File: src/rtl/run_monitor.sv
// -----------------------------------------------------------------------------
// run_monitor
//
// Watches the PROCESSOR core's zero flag and measures each run in clock cycles.
// A run ends in DONE when zero has been sampled high on STABLE_CYCLES
// consecutive RUN edges. It ends in TIMEOUT when the cycle budget MAX_CYCLES is
// spent. If both conditions occur on the same edge, DONE wins.
//
// Ports
//   clock        in   rising-edge clock
//   reset        in   asynchronous, active-low reset
//   start        in   launches a run from IDLE, DONE or TIMEOUT (ignored in RUN)
//   zero         in   zero flag from the core, same clock domain
//   busy         out  registered, high while running
//   done         out  registered, high after a halt was detected
//   timeout      out  registered, high after the cycle budget ran out
//   cycle_count  out  RUN edges in the current or last run
//   zero_count   out  rising edges of zero seen in the run (saturating)
// -----------------------------------------------------------------------------
module run_monitor #(
    parameter int MAX_CYCLES    = 12,
    parameter int STABLE_CYCLES = 4,
    parameter int CNT_W         = 16
) (
    input  logic             clock,
    input  logic             reset,
    input  logic             start,
    input  logic             zero,
    output logic             busy,
    output logic             done,
    output logic             timeout,
    output logic [CNT_W-1:0] cycle_count,
    output logic [CNT_W-1:0] zero_count
);

    localparam int SW = (STABLE_CYCLES < 2) ? 1 : $clog2(STABLE_CYCLES + 1);
    localparam logic [SW-1:0]    STABLE_MAX = SW'(STABLE_CYCLES);
    localparam logic [CNT_W-1:0] CYC_MAX    = CNT_W'(MAX_CYCLES);

    typedef enum logic [1:0] {
        S_IDLE    = 2'd0,
        S_RUN     = 2'd1,
        S_DONE    = 2'd2,
        S_TIMEOUT = 2'd3
    } state_t;

    state_t           state_q, state_d;
    logic [CNT_W-1:0] cyc_q, cyc_d;
    logic [CNT_W-1:0] zcnt_q, zcnt_d;
    logic [SW-1:0]    stable_q, stable_d;
    logic             zero_q, zero_d;
    logic             busy_q, done_q, timeout_q;

    // One bit wider than the stable counter so the compare never wraps.
    logic [SW:0]      stable_inc;
    logic [CNT_W-1:0] cyc_inc;
    logic             halt, budget_out;

    always_comb begin
        state_d    = state_q;
        cyc_d      = cyc_q;
        zcnt_d     = zcnt_q;
        stable_d   = stable_q;
        zero_d     = zero_q;
        stable_inc = {1'b0, stable_q} + 1'b1;
        cyc_inc    = cyc_q + 1'b1;
        halt       = 1'b0;
        budget_out = 1'b0;

        unique case (state_q)
            S_RUN: begin
                cyc_d  = cyc_inc;
                zero_d = zero;
                if (zero && !zero_q && (zcnt_q != '1)) begin
                    zcnt_d = zcnt_q + 1'b1;
                end
                if (!zero) begin
                    stable_d = '0;
                end else if (stable_q != STABLE_MAX) begin
                    stable_d = stable_inc[SW-1:0];
                end
                halt       = zero && (stable_inc == {1'b0, STABLE_MAX});
                budget_out = (cyc_inc == CYC_MAX);
                // Halt is checked first so it wins a tie with the budget.
                if (halt) begin
                    state_d = S_DONE;
                end else if (budget_out) begin
                    state_d = S_TIMEOUT;
                end
            end
            default: begin
                // IDLE, DONE and TIMEOUT all relaunch on start; counters hold otherwise.
                if (start) begin
                    state_d  = S_RUN;
                    cyc_d    = '0;
                    zcnt_d   = '0;
                    stable_d = '0;
                    zero_d   = 1'b0;
                end
            end
        endcase
    end

    always_ff @(posedge clock or negedge reset) begin
        if (!reset) begin
            state_q   <= S_IDLE;
            cyc_q     <= '0;
            zcnt_q    <= '0;
            stable_q  <= '0;
            zero_q    <= 1'b0;
            busy_q    <= 1'b0;
            done_q    <= 1'b0;
            timeout_q <= 1'b0;
        end else begin
            state_q   <= state_d;
            cyc_q     <= cyc_d;
            zcnt_q    <= zcnt_d;
            stable_q  <= stable_d;
            zero_q    <= zero_d;
            // Status flags are registered copies of the next state, so they are one-hot or idle.
            busy_q    <= (state_d == S_RUN);
            done_q    <= (state_d == S_DONE);
            timeout_q <= (state_d == S_TIMEOUT);
        end
    end

    assign busy        = busy_q;
    assign done        = done_q;
    assign timeout     = timeout_q;
    assign cycle_count = cyc_q;
    assign zero_count  = zcnt_q;

endmodule

File: config.mk
export PLATFORM = sky130hd
export DESIGN_NAME = run_monitor
export DESIGN_NICKNAME = d
export VERILOG_FILES = /design/src/rtl/run_monitor.sv
export SDC_FILE = /design/constraint.sdc
export NUM_CORES = 1
export LEC_CHECK = 0
export ABC_AREA = 0
export BUFFER_PORTS_ARGS = -buffer_cell sky130_fd_sc_hd__buf_4
export CORE_ASPECT_RATIO = 0.6
export CORE_MARGIN = 2
export CORE_UTILIZATION = 45
export DETAILED_ROUTE_END_ITERATION = 10
export PLACE_DENSITY = 0.63
export SETUP_SLACK_MARGIN = 0.3
export SLEW_MARGIN = 5
export SYNTH_ARGS = -nofsm -noshare
export SYNTH_HDL_FRONTEND = slang
export SYNTH_SLANG_ARGS = --single-unit
File: constraint.sdc
create_clock -name clock -period 2.77 [get_ports clock]
set_input_delay 0.277 -clock clock [delete_from_list [all_inputs] [get_ports clock]]
set_output_delay 0.277 -clock clock [all_outputs]
set_load 0.01 [all_outputs]
==> results of run 1 <==
## registers in the layout, summed over array words and instances (netlist names)
name,flops
busy,1
zero_q,1
state_q,2
stable_q,3
cycle_count,16
timeout,1
zero_count,16
done,1
## layout make-up
cell class,instances,area [sq um]
timing repair buffer,41,310.3
sequential,41,1026
clock buffer,6,72.57
inverter,10,37.54
clock inverter,2,10.01
multi-input combinational,187,1159
fill,445,2013
tap,63,78.83
## worst min-delay path, cell delays in order
cell     delay (ns)
buf_4          0.08
nand2_1        0.06
nand2_1        0.06
## cells in the mapped netlist (2+ instances only)
library cell,number
or3_1,2
dfrtp_1,41
nand4_1,10
clkbuf_1,7
and4bb_2,2
nand3b_1,2
o21ai_0,26
mux2i_1,6
nor2_1,19
xor2_1,4
nor4_1,4
and2_1,2
o41ai_1,2
and4_1,4
nor3_1,5
xnor2_1,11
nand3_1,16
ha_1,5
nand2b_1,3
and3_1,3
nand2_1,25
nor2b_1,2
a21oi_1,12
a31oi_1,3
inv_1,10
## cell usage in the layout, fill, tap and decap left out, drive strengths merged, types with 2 or more instances in the layout
master and n:
a31oi 3, clkbuf 6, dfrtp 41, or3 2
and3 4, nor2b 2, buf 40, nand2b 3
and4bb 2, ha 5, nor2 19, nand3b 2
clkinv 2, nand4 11, nor4 4, o21ai 26
nand3 16, o41ai 2, nand2 25, inv 10
and2 2, or4 2, xnor2 11, mux2i 6
nor3 6, a21oi 12, xor2 4, and4 5
## report_power, final
part / switching (mW) / internal, mW / leakage, nW
sequential: 0.274 / 0.766 / 0.536
combinational: 0.476 / 0.420 / 0.637
clock: 0.205 / 0.175 / 0.0450
## stage by stage
stage / instance area [sq um] / util (%) / worst slack, ns / hold WS (ns) / power, mW
4_1_cts: 2694 / 57.23 / 0.5012 / 0.2199 / 2.331
3_5_place_dp: 2601 / 55.26 / 0.5174 / 0.2945 / 1.947
2_1_floorplan: 2261 / - / 0.6644 / -0.01859 / 1.536
3_3_place_gp: 2601 / 55.26 / 0.6157 / 0.2940 / 1.925
6_report: 2694 / 57.23 / 0.4912 / 0.2201 / 2.316
5_1_grt: 2694 / 57.23 / 0.3354 / 0.2323 / 2.498
## worst max-delay path by stage
stage / startpoint / to / slack, ns / cells past startpoint
after floorplan: cycle_count[0]$_DFFE_PN0P_ / busy$_DFF_PN0_ / 0.66 / 6
after global placement: cycle_count[0]$_DFFE_PN0P_ / busy$_DFF_PN0_ / 0.62 / 6
final: cycle_count[0]$_DFFE_PN0P_ / busy$_DFF_PN0_ / 0.49 / 6
after CTS: cycle_count[0]$_DFFE_PN0P_ / busy$_DFF_PN0_ / 0.50 / 6
after detailed placement: cycle_count[0]$_DFFE_PN0P_ / busy$_DFF_PN0_ / 0.52 / 6
after global routing: cycle_count[1]$_DFFE_PN0P_ / busy$_DFF_PN0_ / 0.34 / 6
## cells by family after synthesis
kind of cell | after synthesis
mux | 6
xor+xnor | 15
buf+inv | 19
simple gates | 107
fa+ha+maj | 5
flops | 41
compound gates | 54
## what timing repair did
| action | CTS | global route |
|---|---|---|
| setup endpoints to repair | 0 | 0 |
| hold buffers | 1 | 0 |
| hold endpoints to repair | 41 | 0 |
| buffers inserted | 0 | 0 |
## layer usage
| metal | global-route usage, % | part of all wire, % | up-vias |
|---|---|---|---|
| li1 | - | - | 970 |
| met1 | 36.30 | 56 | 954 |
| met2 | 25.86 | 38 | 47 |
| met3 | 4.866 | 5.2 | 2 |
| met4 | 4.286 | 0.54 | 0 |
| met5 | 0 | 0 | - |
==> impl_metrics.json, run 1 <==
{
  "synthAdderAreaFrac_pct": 2.767,
  "synth.top_cell.area_share_pct": 45.38,
  "critPathArrivalTime_ns": 2.46,
  "ys.warnings.count": 0,
  "hold_path_depth": 3,
  "max_slew_margin_pct": 50.80,
  "final-max-slew-violation-count": 0,
  "crit_fanout": 7,
  "synthArstFlopShare_pct": 100.0,
  "fin_nets": 295,
  "ir_drop_mv": 0.5825,
  "ys_seq_area_share_pct": 45.38,
  "place_congestion": 0.8557,
  "dp_cells": 341,
  "yosysTopAreaCell": "dfrtp_1",
  "slowest_delay_ns": 0.58,
  "grt_pass1_wl_microns": 8990,
  "syn-num-nets": 256,
  "cts_made_buffers": 5,
  "rows": 19,
  "final.setup.tns_ns": 0,
  "ys_seq_elements": 41,
  "slowest_stage": "or4_4",
  "synthSimpleGateAreaFrac_pct": 26.01,
  "clkSlewWorstSetupHoldPaths_ns": 0.08,
  "path_cells": "ha_1, nand4_1, mux2i_1, a32oi_1, or4_4, and3_1",
  "yosysUniqueCellTypes": 46,
  "synth_top_family_by_area": "simple AND/OR/NAND/NOR gates",
  "first_global_vias": 1724,
  "numPortBuffers": 38,
  "finalWirelength_microns": 5397,
  "fin_cells": 350,
  "final.period_utilization_pct": 82.27,
  "finalClockSkew_ns": 0.009011,
  "synth_edf_count": 0,
  "synth.area.top_cells": "dfrtp_1 45%, o21ai_0 5.8%, xnor2_1 4.3%",
  "hpwlAfterDp_microns": 3984,
  "hp-start": "zero",
  "fmax_mhz": 438.8,
  "r2r_end": "busy$_DFF_PN0_",
  "ff2ff_setup_slack_ns": 0.49,
  "die-height_microns": 58.91,
  "synth_flop_cell": "dfrtp_1",
  "avgSynthCellArea_sq_um": 9.154,
  "drc": 0,
  "dr.pass1.iters": 4,
  "cts_sinks": 41,
  "synth_compound_area_share_pct": 14.00,
  "grt-ovfl-total": 0,
  "cp_top_family": "simple AND/OR/NAND/NOR gates",
  "vias": 1973,
  "h-tree-depth": 2,
  "antenna_left": 0,
  "dieArea_sq_um": 5626,
  "grt_max_degree": 42,
  "antennaDiodeCount": 0,
  "antenna_found_initial": 0,
  "clock_tree.root_cell": "clkbuf_8",
  "clkLatencyLatePin_ns": 0.29,
  "crit_path_start_kind": "flip-flop",
  "leakage_nw": 1.218,
  "synth-xor-area-share_pct": 5.811,
  "avgViaCountPerCell": 5.637,
  "syn_to_final_growth_pct": 19.15,
  "rsz0062_at_grt": "no",
  "cts_buffer_depth": 2,
  "tightest_slew_ns": 0.7380,
  "cts_tree": "done",
  "finalHoldViolCount": 0,
  "status": "completed",
  "layout-drive-gt1-share_pct": 19.86,
  "finalCriticalPeriod_ns": 2.279,
  "coreArea_sq_um": 4707,
  "hold_path_class": "in -> reg",
  "muxShareOfSynthArea_pct": 2.656,
  "dieWidth_microns": 95.51,
  "drt_iter0_markers": 116,
  "setup_viol": 0,
  "crit_buf_inv": 0,
  "holdPathEnd": "zero_q$_DFFE_PN0P_",
  "syn-instance-count": 247,
  "maxCapViolCount": 0,
  "worstSetupPathType": "reg -> reg",
  "pin_count": 39,
  "power.density_nw_per_um2": 859.8,
  "wl_per_cell_microns": 15.42,
  "end_kind": "flip-flop",
  "cp.required_ns": 2.95,
  "reg2reg_from": "cycle_count[0]$_DFFE_PN0P_",
  "cts_resized": 0,
  "initial_core_util_pct": 48.03,
  "syn_area_sq_um": 2261,
  "grt_usage_pct": 21.09,
  "rr_worst_depth": 6
}
(Power assumes the default switching activity.)
==> inputs of run 2 (changes only) <==
- ABC_AREA: 0 -> 1
- clock period: 2.77 -> 2.4 ns (I/O delays scaled with it)
==> run 2 against run 1 <==
Against the previous run: flip-flop and latch count unchanged; synthesized area is 9.5% higher; via count grew 15%; clock-buffer cell count increased by 1; clock skew is essentially flat; final cell count grew 23%; wire length up 14%; critical path type unchanged; largest cell class unchanged; highest routed layer unchanged.
==> impl_metrics.json, run 2 <==
{
  "layout.cells.most_common": "nand2_1",
  "holdPathEnd": "zero_q$_DFFE_PN0P_",
  "rr_worst_depth": 11,
  "synth.top_cell.area_share_pct": 41.46,
  "setup_viol": 0,
  "synth_edf_count": 0,
  "ff2ff_setup_slack_ns": 0.47,
  "avgSynthCellArea_sq_um": 7.758,
  "reg2reg_from": "zero_count[0]$_DFFE_PN0P_",
  "clock_tree.root_cell": "clkbuf_8",
  "yosysTopAreaCell": "dfrtp_1",
  "dr.pass1.iters": 5,
  "hold_path_depth": 3,
  "cts_tree": "done",
  "finalWirelength_microns": 6160,
  "first_global_vias": 2033,
  "vias": 2264,
  "post_dp_cell_area_sq_um": 2825,
  "yosys-top-cells-count": "74 x nand2_1, 44 x inv_1, 41 x dfrtp_1",
  "clkPwrFrac_pct": 14.2,
  "tightest_slew_ns": 0.5354,
  "finalPower_mw": 3.249,
  "status": "completed",
  "die-height_microns": 61.45,
  "antenna_left": 0,
  "hp-start": "zero",
  "cts_sinks": 41,
  "switching_power_mw": 1.434,
  "crit_fanout": 26,
  "cts_buffer_depth": 2,
  "synth_flop_cell": "dfrtp_1",
  "finalCriticalPeriod_ns": 1.927,
  "synthArstFlopShare_pct": 100.0,
  "fin_nets": 372,
  "pin_count": 39,
  "max_slew_margin_pct": 64.30,
  "syn_to_final_growth_pct": 19.41,
  "drt_iter0_markers": 173,
  "dieWidth_microns": 99.74,
  "clkSlewWorstSetupHoldPaths_ns": 0.07,
  "power.density_nw_per_um2": 1099,
  "clkLatencyLatePin_ns": 0.29,
  "worstSetupPathType": "reg -> reg",
  "layout-drive-gt1-share_pct": 23.97,
  "rows": 20,
  "synth.area.top_cells": "dfrtp_1 41%, nand2_1 11%, inv_1 6.7%",
  "n_fill_cell": 510,
  "startpoint": "zero_count[0]$_DFFE_PN0P_",
  "grt_use_met2_pct": 28.19,
  "critPathArrivalTime_ns": 2.12,
  "finalHoldViolCount": 0,
  "final_util_pct": 57.05,
  "r2r_end": "zero_count[0]$_DFFE_PN0P_",
  "hold_path_class": "in -> reg",
  "dieArea_sq_um": 6129,
  "gr-usage-met1_pct": 36.86,
  "netSwitchingFraction_pct": 44.12,
  "wl_per_cell_microns": 14.36,
  "final.period_utilization_pct": 80.27,
  "syn-num-nets": 328,
  "final_cell_mix": "74 x nand2_1, 43 x inv_1, 42 x buf_4",
  "drc": 0,
  "coreArea_sq_um": 5180,
  "grt-ovfl-total": 0,
  "crit_path_start_kind": "flip-flop",
  "initial_core_util_pct": 47.78,
  "grt_max_degree": 42,
  "yosysUniqueCellTypes": 28,
  "busiest_layer": "met1",
  "final-max-slew-violation-count": 0,
  "cp.required_ns": 2.60,
  "maxCapViolCount": 0,
  "syn-instance-count": 319,
  "antenna_found_initial": 0,
  "finalClockSkew_ns": 0.008814,
  "comb_power_share_pct": 45.5,
  "ys.warnings.count": 0,
  "place_congestion": 0.9099,
  "numPortBuffers": 38,
  "ys_seq_elements": 41,
  "leakage_nw": 1.420,
  "intPower_mw": 1.816,
  "h-tree-depth": 2,
  "end_kind": "flip-flop",
  "hpwlAfterDp_microns": 4653,
  "final.setup.tns_ns": 0,
  "grt_pass1_wl_microns": 10360,
  "cts_made_buffers": 5,
  "yosysMostFrequentCell": "nand2_1",
  "pwr-share-seq_pct": 40.3,
  "ys_seq_area_share_pct": 41.46,
  "fmax_mhz": 519.1,
  "antennaDiodeCount": 0,
  "design_area_sq_um": 2955,
  "syn_area_sq_um": 2475,
  "ir_drop_mv": 0.4594,
  "rsz0062_at_grt": "no",
  "hold_slack_ns": 0.2291,
  "avgViaCountPerCell": 5.277,
  "grt_usage_pct": 22.19,
  "use_met3_pct": 5.335
}
## run 2: per-stage QoR
stage	setup WS (ns)	std cells
6_report	0.4735	429
5_1_grt	0.2953	429
4_1_cts	0.3226	428
3_5_place_dp	0.3492	420
3_3_place_gp	0.4461	420
2_1_floorplan	0.6846	319
## run 2: timing repair
item	CTS	global route
setup buffers	0	1
hold endpoints to repair	41	0
resized for setup	0	7
hold buffers	1	0
setup endpoints to repair	0	22
## run 2: power by group through the flow
stage / clock, mW / combinational [mW] / sequential [mW]
global route: 0.517 / 1.66 / 1.37
detailed placement: 0 / 1.46 / 1.31
global placement: 0 / 1.45 / 1.30
finish: 0.461 / 1.48 / 1.31
floorplan: 0 / 0.832 / 1.33
CTS: 0.476 / 1.47 / 1.30
## run 2: cell type report
type / instances / area (sq um) / share of cell area [%]
timing repair buffer: 43 / 325.3 / 11.01
multi-input combinational: 226 / 1255 / 42.46
inverter: 46 / 176.4 / 5.970
tap: 66 / 82.58 / 2.794
sequential: 41 / 1030 / 34.84
clock buffer: 7 / 86.33 / 2.921
## run 2: worst max path at each step
stage,endpoint,slack (ns),cells past startpoint
after global placement,zero_count[10]$_DFFE_PN0P_,0.45,12
final,zero_count[0]$_DFFE_PN0P_,0.47,11
after CTS,zero_count[0]$_DFFE_PN0P_,0.32,11
after global routing,zero_count[10]$_DFFE_PN0P_,0.30,12
after detailed placement,zero_count[0]$_DFFE_PN0P_,0.35,11
after floorplan,zero_count[6]$_DFFE_PN0P_,0.68,11
## run 2: layer usage
metal	up-vias	share of wire, %
met5	-	0
met4	0	0.65
met3	5	7.7
met2	74	36
met1	1047	55
li1	1138	-
## run 2: kinds of logic after synthesis
group	count (synthesis)	share of synthesized area, %
AOI/OAI and AO/OA	41	10.82
xor gates and xnor gates	8	2.831
adders and majority gates	5	2.528
buffers and inverters	52	8.595
DFF	41	41.46
and+or+nand+nor	172	33.77
## run 2: critical path, cell delays in order (launching register included)
cell     delay, ns
dfrtp_2       0.43
ha_1          0.20
nand2_1       0.07
inv_1         0.10
nand2_4       0.07
nor2_4        0.12
nand3_2       0.09
o21ai_4       0.25
nand2_8       0.21
inv_1         0.16
nand2_1       0.06
o21ai_0       0.08
